**src/rtl/axi_sram_bridge_burst.sv**
```systemverilog
// AXI slave to dual-port SRAM bridge with FIXED/INCR bursts, one read and one write burst in flight.
// Read data returns through a credit-checked buffer so m_rready backpressure never loses beats.
module axi_sram_bridge_burst #(
  parameter int AW         = 32,
  parameter int DW         = 32,
  parameter int IW         = 4,
  parameter int RAM_LAT    = 1,
  parameter int RBUF_DEPTH = 4
) (
  input  logic            aclk,
  input  logic            areset,
  output logic [AW-1:0]   ram_raddr,
  output logic            ram_ren,
  input  logic [DW-1:0]   ram_rdata,
  output logic [AW-1:0]   ram_waddr,
  output logic [DW-1:0]   ram_wdata,
  output logic [DW/8-1:0] ram_wen,
  input  logic [AW-1:0]   m_araddr,
  input  logic [7:0]      m_arlen,
  input  logic [2:0]      m_arsize,
  input  logic [1:0]      m_arburst,
  input  logic [IW-1:0]   m_arid,
  input  logic            m_arvalid,
  output logic            m_arready,
  output logic [DW-1:0]   m_rdata,
  output logic [IW-1:0]   m_rid,
  output logic [1:0]      m_rresp,
  output logic            m_rlast,
  output logic            m_rvalid,
  input  logic            m_rready,
  input  logic [AW-1:0]   m_awaddr,
  input  logic [7:0]      m_awlen,
  input  logic [2:0]      m_awsize,
  input  logic [1:0]      m_awburst,
  input  logic [IW-1:0]   m_awid,
  input  logic            m_awvalid,
  output logic            m_awready,
  input  logic [DW-1:0]   m_wdata,
  input  logic [DW/8-1:0] m_wstrb,
  input  logic            m_wlast,
  input  logic            m_wvalid,
  output logic            m_wready,
  output logic [IW-1:0]   m_bid,
  output logic [1:0]      m_bresp,
  output logic            m_bvalid,
  input  logic            m_bready,
  output logic [1:0]      dbg_r_state,
  output logic [1:0]      dbg_w_state
);
  // Handshakes: a transfer happens on the rising edge where valid and ready are both 1;
  // a source holds its payload stable while valid=1 and ready=0.
  localparam logic [2:0] MAX_SIZE = 3'($clog2(DW/8));
  localparam int CW = $clog2(RBUF_DEPTH + 1);
  localparam int PW = (RBUF_DEPTH > 1) ? $clog2(RBUF_DEPTH) : 1;

  typedef enum logic [1:0] {R_IDLE, R_ISSUE, R_DRAIN} r_state_t;
  typedef enum logic [1:0] {W_IDLE, W_DATA, W_RESP} w_state_t;

  function automatic logic [AW-1:0] step_addr(input logic [AW-1:0] a, input logic [2:0] sz,
                                              input logic [1:0] bt);
    return (bt == 2'b00) ? a : a + (AW'(1) << sz);
  endfunction

  function automatic logic [PW-1:0] ptr_inc(input logic [PW-1:0] p);
    return (p == PW'(RBUF_DEPTH - 1)) ? '0 : p + 1'b1;
  endfunction

  // ---------------- read engine ----------------
  r_state_t              r_state, r_next;
  logic [AW-1:0]         r_addr;
  logic [7:0]            r_len, r_cnt;
  logic [2:0]            r_size;
  logic [1:0]            r_burst;
  logic [IW-1:0]         r_id;
  logic                  r_err, r_issue, r_pop, r_push;
  logic [CW-1:0]         r_outst, buf_cnt;
  logic [RAM_LAT-1:0]    pipe_v, pipe_last;
  logic [DW-1:0]         buf_data [RBUF_DEPTH];
  logic [RBUF_DEPTH-1:0] buf_last;
  logic [PW-1:0]         wr_ptr, rd_ptr;

  assign m_rvalid  = (buf_cnt != '0);
  assign m_rdata   = buf_data[rd_ptr];
  assign m_rlast   = buf_last[rd_ptr];
  assign m_rid     = r_id;
  assign m_rresp   = r_err ? 2'b10 : 2'b00;
  assign ram_raddr = r_addr;
  assign r_pop     = m_rvalid && m_rready;
  assign r_push    = pipe_v[RAM_LAT-1];
  assign dbg_r_state = r_state;

  always_ff @(posedge aclk) begin
    if (areset) r_state <= R_IDLE;
    else        r_state <= r_next;
  end

  always_comb begin
    r_next    = r_state;
    m_arready = 1'b0;
    ram_ren   = 1'b0;
    r_issue   = 1'b0;
    case (r_state)
      R_IDLE: begin
        m_arready = 1'b1;
        if (m_arvalid) r_next = R_ISSUE;
      end
      R_ISSUE: begin
        // Credits cover both in-flight reads and buffered beats, so the buffer cannot overflow.
        if (r_outst < CW'(RBUF_DEPTH)) begin
          r_issue = 1'b1;
          ram_ren = !r_err;
          if (r_cnt == r_len) r_next = R_DRAIN;
        end
      end
      R_DRAIN: if (r_pop && m_rlast) r_next = R_IDLE;
      default: r_next = R_IDLE;
    endcase
  end

  always_ff @(posedge aclk) begin
    if (areset) begin
      r_cnt     <= '0;
      r_err     <= 1'b0;
      r_outst   <= '0;
      buf_cnt   <= '0;
      wr_ptr    <= '0;
      rd_ptr    <= '0;
      pipe_v    <= '0;
      pipe_last <= '0;
    end else begin
      if (m_arready && m_arvalid) begin
        r_addr  <= m_araddr;
        r_len   <= m_arlen;
        r_size  <= m_arsize;
        r_burst <= m_arburst;
        r_id    <= m_arid;
        r_err   <= (m_arsize > MAX_SIZE);
        r_cnt   <= '0;
      end else if (r_issue) begin
        r_addr <= step_addr(r_addr, r_size, r_burst);
        r_cnt  <= r_cnt + 8'd1;
      end
      pipe_v[0]    <= r_issue;
      pipe_last[0] <= (r_cnt == r_len);
      for (int i = 1; i < RAM_LAT; i++) begin
        pipe_v[i]    <= pipe_v[i-1];
        pipe_last[i] <= pipe_last[i-1];
      end
      if (r_push) wr_ptr <= ptr_inc(wr_ptr);
      if (r_pop)  rd_ptr <= ptr_inc(rd_ptr);
      buf_cnt <= buf_cnt + CW'(r_push) - CW'(r_pop);
      r_outst <= r_outst + CW'(r_issue) - CW'(r_pop);
    end
  end

  always_ff @(posedge aclk) begin
    if (r_push) begin
      buf_data[wr_ptr] <= r_err ? '0 : ram_rdata;
      buf_last[wr_ptr] <= pipe_last[RAM_LAT-1];
    end
  end

  // ---------------- write engine ----------------
  w_state_t      w_state, w_next;
  logic [AW-1:0] w_addr;
  logic [7:0]    w_len, w_cnt;
  logic [2:0]    w_size;
  logic [1:0]    w_burst;
  logic [IW-1:0] w_id;
  logic          w_err, w_size_err, w_beat_last;

  assign w_beat_last = (w_cnt == w_len);
  assign ram_waddr   = w_addr;
  assign ram_wdata   = m_wdata;
  assign m_bid       = w_id;
  assign m_bresp     = (w_err || w_size_err) ? 2'b10 : 2'b00;
  assign dbg_w_state = w_state;

  always_ff @(posedge aclk) begin
    if (areset) w_state <= W_IDLE;
    else        w_state <= w_next;
  end

  always_comb begin
    w_next    = w_state;
    m_awready = 1'b0;
    m_wready  = 1'b0;
    m_bvalid  = 1'b0;
    ram_wen   = '0;
    case (w_state)
      W_IDLE: begin
        m_awready = 1'b1;
        if (m_awvalid) w_next = W_DATA;
      end
      W_DATA: begin
        m_wready = 1'b1;
        if (m_wvalid) begin
          ram_wen = w_size_err ? '0 : m_wstrb;
          if (m_wlast || w_beat_last) w_next = W_RESP;
        end
      end
      W_RESP: begin
        m_bvalid = 1'b1;
        if (m_bready) w_next = W_IDLE;
      end
      default: w_next = W_IDLE;
    endcase
  end

  always_ff @(posedge aclk) begin
    if (areset) begin
      w_cnt      <= '0;
      w_err      <= 1'b0;
      w_size_err <= 1'b0;
    end else if (m_awready && m_awvalid) begin
      w_addr     <= m_awaddr;
      w_len      <= m_awlen;
      w_size     <= m_awsize;
      w_burst    <= m_awburst;
      w_id       <= m_awid;
      w_cnt      <= '0;
      w_err      <= 1'b0;
      w_size_err <= (m_awsize > MAX_SIZE);
    end else if (m_wready && m_wvalid) begin
      w_addr <= step_addr(w_addr, w_size, w_burst);
      w_cnt  <= w_cnt + 8'd1;
      // Early wlast and missing wlast on the final beat are both protocol errors.
      if (m_wlast != w_beat_last) w_err <= 1'b1;
    end
  end
endmodule

```
**config.mk**
```make
export PLATFORM = sky130hd
export DESIGN_NAME = axi_sram_bridge_burst
export DESIGN_NICKNAME = d
export VERILOG_FILES = /design/src/rtl/axi_sram_bridge_burst.sv
export SDC_FILE = /design/constraint.sdc
export NUM_CORES = 1
export LEC_CHECK = 0
export CAP_MARGIN = 25
export CORE_AREA = 2 2 180 182
export CTS_BUF_LIST = sky130_fd_sc_hd__clkbuf_2
export CTS_CLUSTER_DIAMETER = 30
export DETAILED_ROUTE_END_ITERATION = 10
export DIE_AREA = 0 0 182 184
export HOLD_SLACK_MARGIN = 0.05
export PLACE_DENSITY = 0.67
export REMOVE_ABC_BUFFERS = 1
export SETUP_SLACK_MARGIN = 0.4
export SLEW_MARGIN = 20
export SYNTH_ARGS = -nofsm -noshare
export SYNTH_HDL_FRONTEND = slang
export SYNTH_SLANG_ARGS = --single-unit
export TNS_END_PERCENT = 100
```
**constraint.sdc**
```tcl
create_clock -name aclk -period 5.5 [get_ports aclk]
set_input_delay 1.1 -clock aclk [delete_from_list [all_inputs] [get_ports aclk]]
set_output_delay 1.1 -clock aclk [all_outputs]
set_load 0.01 [all_outputs]
```
=== After elaboration in Yosys (flattened, before gate mapping) ===
Memory sizes are Yosys's and may differ from the RTL's. A register that Yosys moved wholly into a read port is not among the register bits.
Index checks and enable logic that the tools add are counted.

* Add/subtract/negate cells: 10
* Order comparisons: 6
* Eq/ne operators: 19
* Shifts and indexed selects: 2
* Muxes and demuxes: 41
* Bitwise logic cells: 1
* Reductions and logical operators: 25

{| class="wikitable"
|+ Operators by type and width
! cell !! number
|-
| $mux 32 || 7
|-
| $add 32x32->32 || 2
|-
| $shl 1x3->32 const A || 2
|-
| $mux 2 || 14
|-
| $ne 2x2->1 const B || 10
|-
| $add 8x1->8 const B || 2
|-
| $eq 8x8->1 || 2
|-
| $mux 1 || 12
|-
| $mux 4 || 3
|-
| $pmux 2 s3 || 2
|-
| $eq 2x2->1 const B || 4
|-
| $logic_not 2->1 || 4
|-
| $reduce_and 4->1 || 2
|-
| $add 3x1->3 || 2
|-
| $gt 3x2->1 const B || 2
|-
| $logic_and 1x1->1 || 6
|-
| $lt 2x3->1 const B || 2
|-
| $reduce_and 2->1 || 3
|-
| $reduce_and 3->1 || 2
|-
| $sub 3x1->3 || 2
|-
| $add 2x1->2 const B || 2
|-
| $bwmux 4 || 1
|-
| $eq 2x1->1 const B || 2
|-
| $reduce_bool 2->1 || 2
|-
| other kinds (10) || 12
|}

* Bits in registers: 137
* RAM bits: 128
* Input bits: 174
* Output and inout bits: 155
* Logic and storage cells: 129
* Memories kept: 1

{| class="wikitable"
|+ Memories
! name !! words !! width !! read ports !! clocked after Yosys merged registers in !! write ports !! line !! RTL
|-
| buf_data || 4 || 32 || 1 || 1 || 1 || 78 || <nowiki>logic [DW-1:0] buf_data [RBUF_DEPTH];</nowiki>
|}

=== Depth between registers and ports, before layout ===
* Depth after elaboration: 5
* Mapped depth: 11
* Mapped depth without buffers: 11

=== Least setup slack after synthesis ===
OpenSTA, ideal clock, no wires.

* Path type: input port to flip-flop
* Start point: in m_arvalid
* End point: reg r_addr[0] (netlist: ram_raddr[0]), enable pin
* Setup time: 0.466 ns
* Data arrival time: 3.689 ns
* Required time: 5.034 ns
* Setup slack: 1.346 ns
* Cell stages on the path: 3
* Buffers on the path: 1
* Cells stage by stage: nand2_1 clkbuf_1 o21ai_0

* Word-level cells in the longest chain between the ends: 3
* Elaborated cells on any way between the ends: 4
* Those cells by class: eq/ne (1); reduce/logical (3)

{| class="wikitable"
|+ RTL lines
! item !! line !! RTL
|-
| from (decl) || 23 || <nowiki>input logic m_arvalid,</nowiki>
|-
| $logic_and 1x1->1 (*) || 131 || <nowiki>if (m_arready && m_arvalid) begin</nowiki>
|-
| $ne 2x2->1 (no line) or $reduce_bool 2->1 (tied branches) || - ||
|-
| $reduce_and 3->1 (no line) (*) || - ||
|-
| to (signal assigned) || 132 || <nowiki>r_addr <= m_araddr;</nowiki>
|-
| to (signal assigned) || 140 || <nowiki>r_addr <= step_addr(r_addr, r_size, r_burst);</nowiki>
|-
| to (decl) || 70 || <nowiki>logic [AW-1:0] r_addr;</nowiki>
|}

Every way passes the cells marked *; elsewhere a longest branch is shown, timed or not.
A chain may end at the register's enable or synchronous reset.

==> run_results.csv <==
group,metric,value,unit
clock_tree,max-clock-path-buffers,3,
sta,finalMaxSlewViolations,0,
cells_and_area,final_util,0.516,
sta,skew,0.117,ns
worst_setup_path,path_delay_family,"buffers and inverters",
die,design.die.area,0.0335,mm²
sta,period_needed,4.23,ns
drt,dr.pass1.iters,4,
pwr,leakage,5.78,nW
logic_synthesis,netlist.top_cell.by_area,"edfxtp_1",
cells_and_area,fillers,2788,
global_routing,grt_start_max_net_pins,49,
sta,tightest_slew,0.984,ns
die,die_x,182,µm
logic_synthesis,synth.top_cell.area_share,0.554,
clock_tree,clock_latency,0.86,ns
worst_setup_path,criticalPathCategory,"reg2out",
worst_setup_path,critPathCaptureType,"output port",
sta,whs,0.488,ns
clock_tree,cts.repair.resized,0,
sta,slew_headroom,0.340,
worst_setup_path,critical_path_arrival,3.13,ns
logic_synthesis,ys_seq_area_frac,0.613,
logic_synthesis,synth_seq_cells,267,
drt,drt_wl_total,30.7,mm
cells_and_area,area_delta_synth_final,29.8,%
worst_setup_path,cp_num_buf_inv,2,
logic_synthesis,synth_common_cells,"edfxtp_1 (230), nand2_1 (94), nor2_1 (67), xor2_1 (62), o21ai_0 (45)",
die,core_area,0.0314,mm²
clock_tree,cts_sinks,267,
worst_hold_path,holdPathStages,0,
worst_setup_path,cp_data_required_time,4.40,ns
drt,drtAntennaViolNets,0,
place,gp_congestion,0.845,
logic_synthesis,yosysMostFrequentCell,"edfxtp_1",
global_routing,grt_pass1_vias,8818,
sta,min_period_over_period,0.769,
die,initial_core_util,0.397,
logic_synthesis,synth_area_leaders,"edfxtp_1 (55%), mux4_2 (6.0%), dfxtp_1 (5.9%)",
global_routing,overflow,0,
die,ios,329,
drt,wl_per_cell,18.0,µm
logic_synthesis,netlist_area,0.0125,mm²
outcome,status,"complete, no violations",
die,num_rows,65,
clock_tree,numCtsBuffers,80,
worst_setup_path,cpPeakStageDelay,0.84,ns
sta,setup_tns,0,ns
worst_setup_path,start_kind,"flip-flop",
drt,drc,0,
worst_hold_path,holdPathEnd,"buf_last[0]$_DFFE_PP_",
drt,num_vias,8570,
global_routing,grt_use_total,0.183,
worst_hold_path,min-delay-path-class,"reg2reg",
logic_synthesis,syn_inst,958,
worst_setup_path,r2r.worst_path.cells,8,
cells_and_area,drive_gt1_frac,0.149,
sta,rsz0062_at_grt,"false",
global_routing,grt_pass1_wl,47.3,mm
worst_setup_path,rr_startpoint,"w_size[1]$_DFFE_PP_",
logic_synthesis,yosysWarnings,0,
clock_tree,cts_tree,"done",
logic_synthesis,ys_async_sr_fraction,0,
place,dp_hpwl,20.6,mm
logic_synthesis,synth_edf_count,230,
pwr,p_per_area,326,mW/mm²
sta,setup_viol,0,
worst_setup_path,cp_max_fo,20,
worst_setup_path,slowest_stage,"dfxtp_2",
worst_setup_path,r2r-end,"ram_waddr[17]$_DFFE_PP_",
logic_synthesis,synth.distinct_cells,62,
clock_tree,htree_levels,3,
clock_tree,clk_pin_slew,0.10,ns
pwr,peakVddDrop,0.000212,V
sta,hold_viol_final,0,
die,fp.dieH,184,µm
cells_and_area,final_nets,1449,
clock_tree,cts_root_buf,"clkbuf_2",
drt,via_per_inst,5.01,
drt,drt-initial-drc-count,399,
sta,fmax,236,MHz
logic_synthesis,ys.flop_type,"edfxtp_1",
global_routing,antenna_found_initial,4,
worst_setup_path,path_cells,"buf_4, mux4_2, clkdlybuf4s50_1",
job,drv_cap,0,
clock_tree,cts_setup_buffers,0,
clock_tree,cts_hold_buf,0,
worst_setup_path,r2r_setup_slack,2.47,ns
logic_synthesis,synth_area_per_cell,13.0,µm²
place,io_buffers,262,
worst_hold_path,holdCritStartpoint,"pipe_last$_SDFF_PP0_",
worst max path at each step:
stage,start,endpoint,slack [ns],cells after the start
final,flip-flop,m_rdata[4],1.27,3
after global placement,m_wvalid,ram_wen[2],1.78,5
after detailed placement,m_wvalid,ram_wen[2],1.75,5
after CTS,flip-flop,m_rdata[4],1.05,3
after global routing,flip-flop,m_rdata[4],0.98,3
after floorplan,m_arvalid,ram_raddr[0]$_DFFE_PP_,1.24,2
metrics by stage:
stage | cell area, µm² | std cells | setup WS [ns] | power (mW)
after floorplan | 12100 | 889 | 1.24 | 3.07
after global placement | 15300 | 1562 | 1.78 | 3.59
after detailed placement | 15300 | 1562 | 1.75 | 3.61
after CTS | 16200 | 1708 | 1.05 | 5.36
after global routing | 16200 | 1711 | 0.983 | 5.57
final | 16200 | 1711 | 1.27 | 5.27
placed cells by master, fill, tap and decap left out, types with 17 or more instances in the layout:
cell and n:
clkdlybuf4s50_1 262, edfxtp_1 230, clkbuf_2 109, nand2_1 94, nor2_1 67, xor2_1 62
o21ai_0 43, nor2b_1 38, dfxtp_1 34, mux4_2 33, nand3_1 31, a21oi_1 30
ha_1 28, xnor2_1 25, clkinv_1 20, inv_1 19, nor3_1 17
logic make-up (layout without fill, tap and decap cells):
| group | count (synthesis) | in the layout | synth area share |
|---|---|---|---|
| other | 1 | 4 | 0.000301 |
| buffers and inverters | 90 | 438 | 0.0385 |
| adder cells (fa/ha/maj) | 32 | 32 | 0.0345 |
| AO/OA/AOI/OAI | 128 | 128 | 0.0632 |
| multiplexers | 35 | 35 | 0.0613 |
| AND/OR/NAND/NOR | 318 | 318 | 0.128 |
| XOR/XNOR | 87 | 87 | 0.0611 |
| flip-flops | 267 | 267 | 0.613 |
layout make-up:
type / count / area (µm²) / area share
flip-flops and latches: 267 / 7650 / 0.473
clock inverters: 37 / 327 / 0.0202
inverters: 20 / 75.1 / 0.00464
well taps: 402 / 503 / 0.0311
multi-input cells: 602 / 4370 / 0.270
repair buffers: 272 / 2720 / 0.168
diodes: 2 / 5.00 / 0.000309
clock buffers: 109 / 546 / 0.0337
where the power goes:
| part | leakage (nW) | internal [mW] | switching [mW] | total (mW) |
|---|---|---|---|---|
| clock network | 0.604 | 0.837 | 0.887 | 1.72 |
| logic | 2.76 | 0.590 | 0.468 | 1.06 |
| registers | 2.42 | 2.36 | 0.133 | 2.49 |
| total | 5.78 | 3.78 | 1.49 | 5.27 |
layer usage:
metal  GRT usage  up-vias  wire [µm]
met5     0.00889        -         66
li1            -     4109          -
met4      0.0706        6        670
met1       0.240     4099      13600
met2       0.277      292      13900
met3      0.0654       64       2490
registers in the layout (all words and copies together) (netlist names), 3 cells and up, named ones only:
register and cells:
buf_cnt 3, buf_data 128, buf_last 4, m_bid 4, m_rid 4, r_cnt 8, r_len 8, r_outst 3
r_size 3, ram_raddr 32, ram_waddr 32, w_cnt 8, w_len 8, w_size 3
(Power assumes the default switching activity.)
